[src/rtl/mem_access_ctrl_if.sv]
// rtl/mem_access_ctrl_if.sv - request/response and RAM strobe bundle for mem_access_ctrl
interface mem_access_ctrl_if;
    // CPU request side
    logic        req_valid;
    logic        req_write;
    logic [1:0]  req_mode;
    logic        req_signed;
    logic [7:0]  req_addr;
    logic [63:0] req_wdata;
    // CPU response side
    logic        busy;
    logic        done;
    logic        err;
    logic [63:0] rdata;
    // RAM side
    logic        Enable;
    logic        ReadWrite;
    logic [7:0]  Address;
    logic [31:0] DataIn;
    logic [1:0]  Mode;
    logic        MOC;
    logic [31:0] DataOut;

    // CPU and RAM environment around the controller
    modport master (
        output req_valid, req_write, req_mode, req_signed, req_addr, req_wdata,
        output MOC, DataOut,
        input  busy, done, err, rdata,
        input  Enable, ReadWrite, Address, DataIn, Mode
    );

    // The controller itself
    modport slave (
        input  req_valid, req_write, req_mode, req_signed, req_addr, req_wdata,
        input  MOC, DataOut,
        output busy, done, err, rdata,
        output Enable, ReadWrite, Address, DataIn, Mode
    );
endinterface

[src/rtl/mem_access_ctrl.sv]
// rtl/mem_access_ctrl.sv - single-request initiator for the ram256x8 Enable/MOC handshake
module mem_access_ctrl #(
    parameter int TIMEOUT_CYCLES = 64
) (
    input  logic             Clk,
    input  logic             Reset,
    mem_access_ctrl_if.slave bus
);
    localparam int CW = $clog2(TIMEOUT_CYCLES + 1);

    typedef enum logic [1:0] {S_IDLE, S_ASSERT, S_RELEASE, S_DONE} state_t;

    state_t        r_state;
    logic [CW-1:0] r_cnt;
    logic          r_write;
    logic [1:0]    r_mode;
    logic          r_signed;
    logic          r_dword;
    logic          r_beat2;
    logic [31:0]   r_wdata_lo;
    logic [31:0]   r_rd_hi;

    logic          w_cnt_last;
    logic [63:0]   w_rd_ext;
    logic [31:0]   w_beat1_data;

    assign w_cnt_last = (r_cnt == CW'(TIMEOUT_CYCLES - 1));

    // Align and extend the RAM read word for single-beat reads
    always_comb begin
        w_rd_ext = {32'b0, bus.DataOut};
        case (r_mode)
            2'b00:   w_rd_ext = r_signed ? {{56{bus.DataOut[7]}}, bus.DataOut[7:0]}
                                         : {56'b0, bus.DataOut[7:0]};
            2'b01:   w_rd_ext = r_signed ? {{48{bus.DataOut[15]}}, bus.DataOut[15:0]}
                                         : {48'b0, bus.DataOut[15:0]};
            default: w_rd_ext = {32'b0, bus.DataOut};
        endcase
    end

    // First-beat write data, right-justified and zero-padded by size
    always_comb begin
        w_beat1_data = bus.req_wdata[31:0];
        case (bus.req_mode)
            2'b00:   w_beat1_data = {24'b0, bus.req_wdata[7:0]};
            2'b01:   w_beat1_data = {16'b0, bus.req_wdata[15:0]};
            2'b10:   w_beat1_data = bus.req_wdata[31:0];
            default: w_beat1_data = bus.req_wdata[63:32];
        endcase
    end

    // Transaction FSM; every output is registered here
    always_ff @(posedge Clk or posedge Reset) begin
        if (Reset) begin
            r_state       <= S_IDLE;
            r_cnt         <= '0;
            r_write       <= 1'b0;
            r_mode        <= 2'b00;
            r_signed      <= 1'b0;
            r_dword       <= 1'b0;
            r_beat2       <= 1'b0;
            r_wdata_lo    <= 32'b0;
            r_rd_hi       <= 32'b0;
            bus.busy      <= 1'b0;
            bus.done      <= 1'b0;
            bus.err       <= 1'b0;
            bus.rdata     <= 64'b0;
            bus.Enable    <= 1'b0;
            bus.ReadWrite <= 1'b1;
            bus.Address   <= 8'b0;
            bus.DataIn    <= 32'b0;
            bus.Mode      <= 2'b00;
        end else begin
            bus.done <= 1'b0;
            case (r_state)
                S_IDLE: begin
                    if (bus.req_valid) begin
                        r_write       <= bus.req_write;
                        r_mode        <= bus.req_mode;
                        r_signed      <= bus.req_signed;
                        r_dword       <= (bus.req_mode == 2'b11);
                        r_beat2       <= 1'b0;
                        r_wdata_lo    <= bus.req_wdata[31:0];
                        r_cnt         <= '0;
                        bus.busy      <= 1'b1;
                        bus.err       <= 1'b0;
                        bus.Enable    <= 1'b1;
                        bus.ReadWrite <= ~bus.req_write;
                        bus.Address   <= bus.req_addr;
                        // A dword travels as two word beats
                        bus.Mode      <= (bus.req_mode == 2'b11) ? 2'b10 : bus.req_mode;
                        bus.DataIn    <= w_beat1_data;
                        r_state       <= S_ASSERT;
                    end
                end
                S_ASSERT: begin
                    if (bus.MOC) begin
                        bus.Enable <= 1'b0;
                        r_cnt      <= '0;
                        if (!r_write) begin
                            // Hold the first dword half until beat 2 succeeds
                            if (r_dword && !r_beat2) r_rd_hi   <= bus.DataOut;
                            else if (r_dword)        bus.rdata <= {r_rd_hi, bus.DataOut};
                            else                     bus.rdata <= w_rd_ext;
                        end
                        if (r_dword && !r_beat2) begin
                            r_state <= S_RELEASE;
                        end else begin
                            bus.done <= 1'b1;
                            r_state  <= S_DONE;
                        end
                    end else if (w_cnt_last) begin
                        bus.Enable <= 1'b0;
                        bus.err    <= 1'b1;
                        bus.done   <= 1'b1;
                        r_state    <= S_DONE;
                    end else begin
                        r_cnt <= r_cnt + 1'b1;
                    end
                end
                S_RELEASE: begin
                    if (!bus.MOC) begin
                        bus.Enable  <= 1'b1;
                        bus.Address <= bus.Address + 8'd4;
                        bus.DataIn  <= r_wdata_lo;
                        r_beat2     <= 1'b1;
                        r_cnt       <= '0;
                        r_state     <= S_ASSERT;
                    end else if (w_cnt_last) begin
                        bus.err  <= 1'b1;
                        bus.done <= 1'b1;
                        r_state  <= S_DONE;
                    end else begin
                        r_cnt <= r_cnt + 1'b1;
                    end
                end
                default: begin
                    bus.busy <= 1'b0;
                    r_state  <= S_IDLE;
                end
            endcase
        end
    end
endmodule

[src/flat_wrapper.sv]
// flat-port wrapper written by rule: the top's interface ports become plain ports
module mem_access_ctrl_flat 
#(
    parameter int TIMEOUT_CYCLES = 64
)
  (Clk, Reset, bus_req_valid, bus_req_write, bus_req_mode, bus_req_signed, bus_req_addr, bus_req_wdata, bus_MOC, bus_DataOut, bus_busy, bus_done, bus_err, bus_rdata, bus_Enable, bus_ReadWrite, bus_Address, bus_DataIn, bus_Mode);
  mem_access_ctrl_if bus_i ();
  input  logic Clk;
  input  logic Reset;
  input wire logic [$bits(bus_i.req_valid)-1:0] bus_req_valid;
  input wire logic [$bits(bus_i.req_write)-1:0] bus_req_write;
  input wire logic [$bits(bus_i.req_mode)-1:0] bus_req_mode;
  input wire logic [$bits(bus_i.req_signed)-1:0] bus_req_signed;
  input wire logic [$bits(bus_i.req_addr)-1:0] bus_req_addr;
  input wire logic [$bits(bus_i.req_wdata)-1:0] bus_req_wdata;
  input wire logic [$bits(bus_i.MOC)-1:0] bus_MOC;
  input wire logic [$bits(bus_i.DataOut)-1:0] bus_DataOut;
  output wire logic [$bits(bus_i.busy)-1:0] bus_busy;
  output wire logic [$bits(bus_i.done)-1:0] bus_done;
  output wire logic [$bits(bus_i.err)-1:0] bus_err;
  output wire logic [$bits(bus_i.rdata)-1:0] bus_rdata;
  output wire logic [$bits(bus_i.Enable)-1:0] bus_Enable;
  output wire logic [$bits(bus_i.ReadWrite)-1:0] bus_ReadWrite;
  output wire logic [$bits(bus_i.Address)-1:0] bus_Address;
  output wire logic [$bits(bus_i.DataIn)-1:0] bus_DataIn;
  output wire logic [$bits(bus_i.Mode)-1:0] bus_Mode;
  assign bus_i.req_valid = bus_req_valid;
  assign bus_i.req_write = bus_req_write;
  assign bus_i.req_mode = bus_req_mode;
  assign bus_i.req_signed = bus_req_signed;
  assign bus_i.req_addr = bus_req_addr;
  assign bus_i.req_wdata = bus_req_wdata;
  assign bus_i.MOC = bus_MOC;
  assign bus_i.DataOut = bus_DataOut;
  assign bus_busy = bus_i.busy;
  assign bus_done = bus_i.done;
  assign bus_err = bus_i.err;
  assign bus_rdata = bus_i.rdata;
  assign bus_Enable = bus_i.Enable;
  assign bus_ReadWrite = bus_i.ReadWrite;
  assign bus_Address = bus_i.Address;
  assign bus_DataIn = bus_i.DataIn;
  assign bus_Mode = bus_i.Mode;
  mem_access_ctrl #(.TIMEOUT_CYCLES(TIMEOUT_CYCLES)) u_core (.Clk(Clk), .Reset(Reset), .bus(bus_i));
endmodule
[config.mk]
export PLATFORM = sky130hd
export DESIGN_NAME = mem_access_ctrl_flat
export DESIGN_NICKNAME = d
export VERILOG_FILES = /design/src/rtl/mem_access_ctrl_if.sv /design/src/rtl/mem_access_ctrl.sv /design/src/flat_wrapper.sv
export SDC_FILE = /design/constraint.sdc
export NUM_CORES = 1
export LEC_CHECK = 0
export BUFFER_PORTS_ARGS = -buffer_cell sky130_fd_sc_hd__buf_2
export CAP_MARGIN = 25
export CORE_MARGIN = 2
export CORE_UTILIZATION = 28
export DETAILED_ROUTE_END_ITERATION = 10
export GPL_TIMING_DRIVEN = 0
export SYNTH_ARGS = -nofsm -noshare
export SYNTH_HDL_FRONTEND = slang
export SYNTH_SLANG_ARGS = --single-unit
[constraint.sdc]
create_clock -name Clk -period 7.61 [get_ports Clk]
set_input_delay 1.522 -clock Clk [delete_from_list [all_inputs] [get_ports Clk]]
set_output_delay 1.522 -clock Clk [all_outputs]
set_load 0.01 [all_outputs]
## Word level (Yosys, flattened, before mapping)

Cells that the tools add are included.

- Input port bits: 112
- Output and inout bits: 111
- Register bits: 190

- Muxes and demuxes: 40
- Reduce and logical (&&, ||, !) cells: 16
- $add $sub $neg: 2
- Equality and inequality tests: 12
- Bitwise logic cells: 4

Operator list:

| cell | count |
|---|---|
| $mux W64 | 3 |
| $pmux W64 S2 | 1 |
| $pmux W32 S3 | 1 |
| $mux W32 | 2 |
| $pmux W32 S2 | 1 |
| $mux W7 | 4 |
| $pmux W7 S3 | 1 |
| $mux W8 | 2 |
| $pmux W8 S2 | 1 |
| $reduce_and A4 Y1 | 4 |
| $mux W1 | 13 |
| $mux W2 | 5 |
| $add A8 B3 Y8 const B | 1 |
| $ne A2 B2 Y1 const B | 4 |
| $add A7 B1 Y7 const B | 1 |
| $eq A7 B6 Y1 const B | 1 |
| $eq A2 B1 Y1 const B | 3 |
| $eq A2 B2 Y1 const B | 3 |
| $logic_not A2 Y1 | 3 |
| $pmux W1 S2 | 3 |
| $pmux W1 S3 | 2 |
| $pmux W2 S3 | 1 |
| $reduce_and A2 Y1 | 3 |
| $not A1 Y1 | 4 |
| other kinds (7) | 7 |

## Depth between registers and ports, before layout

Gate-level depths: netlist (run 1).

- Word-level depth: 5
- Mapped depth: 8
- Gate-level depth less buffers: 6

## Worst setup path after synthesis (run 1)

No wires, ideal clock.

- Kind: input port to flip-flop
- Start: in bus_MOC
- End: reg u_core.r_rd_hi[0]
- Data arrival time: 2,691 ps
- Library setup time: 125 ps
- Setup slack: 4,794 ps
- Path buffers: 2
- Cell stages on the path: 5
- Cell sequence: buf_2 > nand2_1 > nor3b_2 > buf_2 > mux2_2

- Longest elaborated chain between the ends: 1

RTL lines:

| what | RTL line | RTL |
|---|---|---|
| start, declared | flat_wrapper.sv:16 | `input wire logic [$bits(bus_i.MOC)-1:0] bus_MOC;` |
| $reduce_and A4 Y1 (no line) | - |  |
| end signal, assigned | mem_access_ctrl.sv:102 | `if (r_dword && !r_beat2) r_rd_hi <= bus.DataOut;` |
| end, declared | mem_access_ctrl.sv:21 | `logic [31:0] r_rd_hi;` |

Every way passes these cells.
A chain may end at the register's enable or synchronous reset.

## Final worst setup path (run 1)

- Start: in bus_MOC
- End: reg u_core.bus.rdata[21]

- Longest elaborated chain between the ends: 1

RTL lines:

| what | RTL line | RTL |
|---|---|---|
| $reduce_and A4 Y1 (no line) | - |  |
| end signal, assigned | mem_access_ctrl.sv:103 | `else if (r_dword) bus.rdata <= {r_rd_hi, bus.DataOut};` |
| end signal, assigned | mem_access_ctrl.sv:104 | `else bus.rdata <= w_rd_ext;` |
| end, declared | mem_access_ctrl_if.sv:36 | `output busy, done, err, rdata,` |

Every way passes these cells.

==> impl_metrics.ini, run 1 <==
[layout]
nets = 1125
final_cell_area_um2 = 10800
fin_util_pct = 36.1
area_growth_pct = 26.5
n_antenna_cell = 0
drive_above_1_share_pct = 38.0
fin_cells = 1409

[power]
p_int_mw = 2.74
p_seq_share_pct = 39.7
p_clk_share_pct = 21.7
p_comb_share_pct = 38.6
leakage_nw = 4.92
powerDensity_nw_per_um2 = 411
net-switching-power_mw = 1.69
switching_share_pct = 38.2
finalPower_mw = 4.43
ir_worst_vdd_mv = 0.171

[clock_tree]
cts_setup_buffers = 0
cts_buffers = 17
clk_pin_slew_ps = 80
htreeDepth = 4
cts_tree = built
cts_sinks = 190
clkLatencyLatePin_ps = 440
cts.path.max_buffers = 2
cts-resized-gates = 0
root_buffer = clkbuf_16
cts_hold_buf = 0

[setup_path]
start_kind = primary input
startpoint = bus_MOC
crit_type = primary input to flip-flop
cpMostUsedCell = buf_2
path_cells = buf_2, nand2_1, nor3_1, buf_2, buf_1, nor2_1, a31oi_2
crit_path_max_fanout = 10
r2r-start = u_core.r_state[0]$_DFFE_PP0N_
required_ps = 7970
cp_slowest_stage_delay_ps = 510
end_kind = flip-flop
critPathSlowestCell = buf_1
worstPathArrival_ps = 3490
worst-path-buf-inv = 3
cpLargestDelayFamily = buffers and inverters

[synth]
synthAdderAreaFrac_pct = 1.03
synth_nets = 884
avgSynthCellArea_um2 = 11.1
synthTopCellsByArea = dfrtp_1 (56%), mux2_2 (11%), nand2_1 (4.4%)
synth_compound_gate_area_share_pct = 13.2
yosys.area.top_type = dfrtp_1
synth_most_common_cell = dfrtp_1
ys_seq_elements = 190
synth_top_area_share_pct = 55.6
yosys.area_share.simple_pct = 11.7
ys_seq_area_share_pct = 55.9
synth_top_family_by_area = multiplexers
synth.area.mux_share_pct = 14.8
ys_types = 51
syn_inst = 765
synth_xor_area_share_pct = 0.103
async_flop_share_pct = 100
synth_edf_count = 0
syn-cell-area_um2 = 8500
yosys_warnings = 0
synthTopCellsByCount = dfrtp_1 (189), nand2_1 (100), nor2_1 (86)
synth-main-ff-cell = dfrtp_1

[grt]
grt_usage_pct = 15.9
antenna_found_initial = 3
grt_pass1_wl_um = 39000
overflow = 0
grt_max_degree = 109
grt_pass1_vias = 6813

[die]
dieHeight_um = 178
placementRows = 63
start_util_pct = 28.5
core_um2 = 29800
dieArea_um2 = 31800
ioPinCount = 223
die_x_um = 178

[routing]
ant_nets = 0
wl_per_cell_um = 17.7
dr.pass1.iters = 4
wirelength_um = 24900
drtIter0Drc = 327
drc = 0
vias_per_cell = 4.81
vias = 6772

[status]
status = complete, no violations

[sta]
tightest_slew_ps = 787
relSlewSlack_pct = 47.5
hold_viol_final = 0
maxSlewViolCount = 0
setup_tns_ps = 0
hold_ws_ps = 484
setup_viol = 0
fin_skew_ps = 15.1
setup_ws_ps = 4480
finalCritPeriodShare_pct = 41.1
fmax_mhz = 320
post-route-min-period_ps = 3130
rsz0062_at_grt = false

[hold_path]
hold_class = flip-flop to flip-flop
min_from = u_core.bus.DataIn[10]$_DFFE_PP0P_

[place]
gp_congestion = 0.808
postPlaceCellArea_um2 = 10100
place_ws_ps = 4010
hpwl_um = 18400
port_buffers = 221
placed_cells = 1377

[flow_run]
drv_cap = 0
worst register-to-register path, cell delays in order, from the launching register on:
cell and delay (ps):
dfrtp_1 450, inv_1 100, ha_1 280, clkbuf_1 440, clkbuf_1 450, clkbuf_1 570, a32oi_1 210, nand3_1 120
cells by family after synthesis:
kind of cell    count (synthesis)
fa+ha+maj                       7
buf+inv                        61
xor+xnor                        1
flops                         190
compound gates                161
mux                           115
simple gates                  230
path summary, 6_finish.rpt:
path                                                     end  slack, ps  cells past startpoint
min reg2reg                u_core.bus.DataIn[10]$_DFFE_PP0P_        480                      2
max in group asynchronous  u_core.r_wdata_lo[23]$_DFFE_PP0P_       5520                      3
max                         u_core.bus.rdata[21]$_DFFE_PP0P_       4480                      7
min in group asynchronous    u_core.bus.rdata[6]$_DFFE_PP0P_       1140                      2
max reg2reg                u_core.bus.Address[5]$_DFFE_PP0P_       4920                      7
min                        u_core.bus.DataIn[10]$_DFFE_PP0P_        480                      2
cell type report:
class                   instances  area (µm²)
plain buffers                  55         262
repair buffers                222        1130
well taps                     390         488
clock inverters                14         196
multi-input cells             514        3460
inverters                       6        30.0
fillers                      3032       19000
clock buffers                  18         429
flip-flops and latches        190        4760
power groups by stage:
stage                     combinational (mW)  sequential [mW]  clock (mW)
after CTS                               1.74             1.76       0.980
after global placement                  1.71             1.77           0
after detailed placement                1.74             1.78           0
final                                   1.71             1.76       0.959
after floorplan                        0.971             1.85           0
after global routing                    1.91             1.82        1.02
cell usage in the layout, fill, tap and decap left out, types with 11 or more instances in the layout:
| master | instances |
|---|---|
| nor2_1 | 86 |
| dfrtp_1 | 189 |
| clkbuf_16 | 17 |
| buf_2 | 241 |
| a31oi_2 | 20 |
| o21ai_0 | 34 |
| mux2_2 | 85 |
| nor2b_1 | 11 |
| a21oi_1 | 39 |
| mux2i_1 | 30 |
| a31oi_1 | 29 |
| nand2_1 | 100 |
| clkbuf_1 | 27 |
state kept, by name, indices dropped and copies added (netlist names), 2 cells and up:
register and cells:
u_core.bus.Address 8, u_core.bus.DataIn 32, u_core.r_wdata_lo 32, u_core.r_rd_hi 32, u_core.r_state 2, u_core.r_cnt 7, u_core.bus.Mode 2, u_core.bus.rdata 64
u_core.r_mode 2
layer usage:
| layer | global-route usage [%] | vias up | wire length, µm |
|---|---|---|---|
| met4 | 4.10 | 6 | 329 |
| met3 | 5.05 | 28 | 1980 |
| li1 | - | 3178 | - |
| met2 | 25.8 | 239 | 11700 |
| met1 | 20.6 | 3321 | 10900 |
| met5 | 0 | - | 28 |
Power figures use the tool's default switching activity.
==> inputs of run 2 (changes only) <==
==> constraint.sdc (replaced) <==
create_clock -name Clk -period 3.1 [get_ports Clk]
set_input_delay 0.62 -clock Clk [delete_from_list [all_inputs] [get_ports Clk]]
set_output_delay 0.62 -clock Clk [all_outputs]
set_load 0.01 [all_outputs]
==> impl_metrics.ini, run 2 (synthesized netlist as in run 1, its figures left out) <==
[layout]
drive_above_1_share_pct = 38.2
fin_cells = 1414
regArea_um2 = 4760
fin_util_pct = 36.3
area_growth_pct = 27.4
nets = 1129
regMostFlops = u_core.bus.rdata
final_common_cell = buf_2
largest_reg_flops = 64
multi_input_area_um2 = 3460
fillCellCount = 3062
final_cell_mix = buf_2 (241), dfrtp_1 (189), nand2_1 (100)

[die]
core_um2 = 29800
start_util_pct = 28.5
placementRows = 63
die_x_um = 178
dieArea_um2 = 31800
dieHeight_um = 178
ioPinCount = 223

[grt]
grt_pass1_vias = 6921
grt_usage_pct = 15.8
grt_pass1_wl_um = 38700
grt_max_degree = 41
overflow = 0
antenna_found_initial = 3

[clock_tree]
cts_sinks = 190
htreeDepth = 4
cts_buffers = 17
cts_setup_buffers = 0
clk_pin_slew_ps = 80
cts_tree = built
root_buffer = clkbuf_16
cts-resized-gates = 0
clkLatencyLatePin_ps = 440
cts.path.max_buffers = 2
cts_hold_buf = 0

[power]
powerDensity_nw_per_um2 = 1000
ir_worst_vdd_mv = 0.363
leakage_nw = 4.95

[place]
placed_cells = 1381
port_buffers = 221
hpwl_um = 18700
gp_congestion = 0.815

[sta]
fin_skew_ps = 14.3
relSlewSlack_pct = 50.4
finalCritPeriodShare_pct = 87.8
setup_viol = 0
maxSlewViolCount = 0
rsz0062_at_grt = false
hold_viol_final = 0
fmax_mhz = 368
tightest_slew_ps = 744
post-route-min-period_ps = 2720

[routing]
drtIter0Drc = 216
ant_nets = 0
wl_per_cell_um = 17.4
wirelength_um = 24700
drc = 0
vias = 6729
vias_per_cell = 4.76
dr.pass1.iters = 5

[setup_path]
critPathSlowestCell = clkbuf_1
critPathCapture = u_core.bus.DataIn[20]$_DFFE_PP0P_
rrSetupSlack_ps = 380
end_kind = flip-flop
reg2reg_depth = 7
crit_type = flip-flop to flip-flop
worst-path-buf-inv = 4
cp_slowest_stage_delay_ps = 620
required_ps = 3450
path_cells = inv_1, ha_1, clkbuf_1, clkbuf_1, clkbuf_1, a21oi_1, o21ai_0
cpLargestDelayFamily = buffers and inverters
crit_path_max_fanout = 10
worstPathArrival_ps = 3070
start_kind = flip-flop
cp.depth = 7
cpMostUsedCell = clkbuf_1
startpoint = u_core.r_state[0]$_DFFE_PP0N_
r2r-start = u_core.r_state[0]$_DFFE_PP0N_
worstReg2RegEnd = u_core.bus.DataIn[20]$_DFFE_PP0P_

[flow_run]
drv_cap = 0

[hold_path]
hold_class = primary input to async pin

[status]
status = complete, no violations
## run 2: cell types whose count changed in the layout (fill, tap and decap cells not counted)
cell | before | now
buf_12 | 0 | 5
buf_16 | 1 | 0
diode_2 | 0 | 1
clkinvlp_4 | 1 | 2
inv_8 | 5 | 4
## run 2: cell type report
type                            count  share of cell area, %
Sequential cell                   190                   43.9
Tap cell                          390                   4.51
Multi-Input combinational cell    514                   32.0
Timing Repair Buffer              226                   11.1
Antenna cell                        1                 0.0231
Clock buffer                       18                   3.96
Buffer                             55                   2.41
Inverter                            6                  0.243
Clock inverter                     14                   1.81
## run 2: through the flow
step	power [mW]	setup TNS, ps	hold WS [ps]	instance area, µm²	setup slack, ps
5_1_grt	11.7	0	234	10800	60.2
3_3_place_gp	8.51	-255270	456	10100	-1360
3_5_place_dp	8.63	0	465	10200	334
6_report	10.9	0	210	10800	379
2_1_floorplan	6.94	0	455	8510	32.4
4_1_cts	11.0	0	211	10800	314
## run 2: worst reg2reg max path, cell delays in order (launching register included)
cell	delay, ps
dfrtp_1	450
inv_1	110
ha_1	280
clkbuf_1	420
clkbuf_1	440
clkbuf_1	620
a21oi_1	140
o21ai_0	180
## run 2: worst min-delay path by stage
| stage | startpoint | to | slack (ps) |
|---|---|---|---|
| after floorplan | u_core.r_mode[1]$_DFFE_PP0P_ | u_core.r_mode[1]$_DFFE_PP0P_ | 450 |
| after global placement | u_core.bus.DataIn[9]$_DFFE_PP0P_ | u_core.bus.DataIn[9]$_DFFE_PP0P_ | 460 |
| after detailed placement | u_core.bus.DataIn[9]$_DFFE_PP0P_ | u_core.bus.DataIn[9]$_DFFE_PP0P_ | 470 |
| after CTS | Reset | u_core.bus.rdata[4]$_DFFE_PP0P_ | 210 |
| after global routing | Reset | u_core.bus.rdata[4]$_DFFE_PP0P_ | 230 |
| final | Reset | u_core.bus.rdata[7]$_DFFE_PP0P_ | 210 |
## run 2: per-layer routing
metal,track usage (%),wire [µm],vias to the layer above
li1,-,-,3183
met1,20.2,11000,3307
met2,26.0,11600,213
met3,4.97,1800,20
met4,4.17,238,6
met5,0,41,-
## run 2: power breakdown
| part | switching [mW] | leakage, nW | internal (mW) |
|---|---|---|---|
| Clock | 1.11 | 0.302 | 1.24 |
| Sequential | 0.695 | 2.30 | 3.64 |
| Combinational | 2.34 | 2.34 | 1.84 |
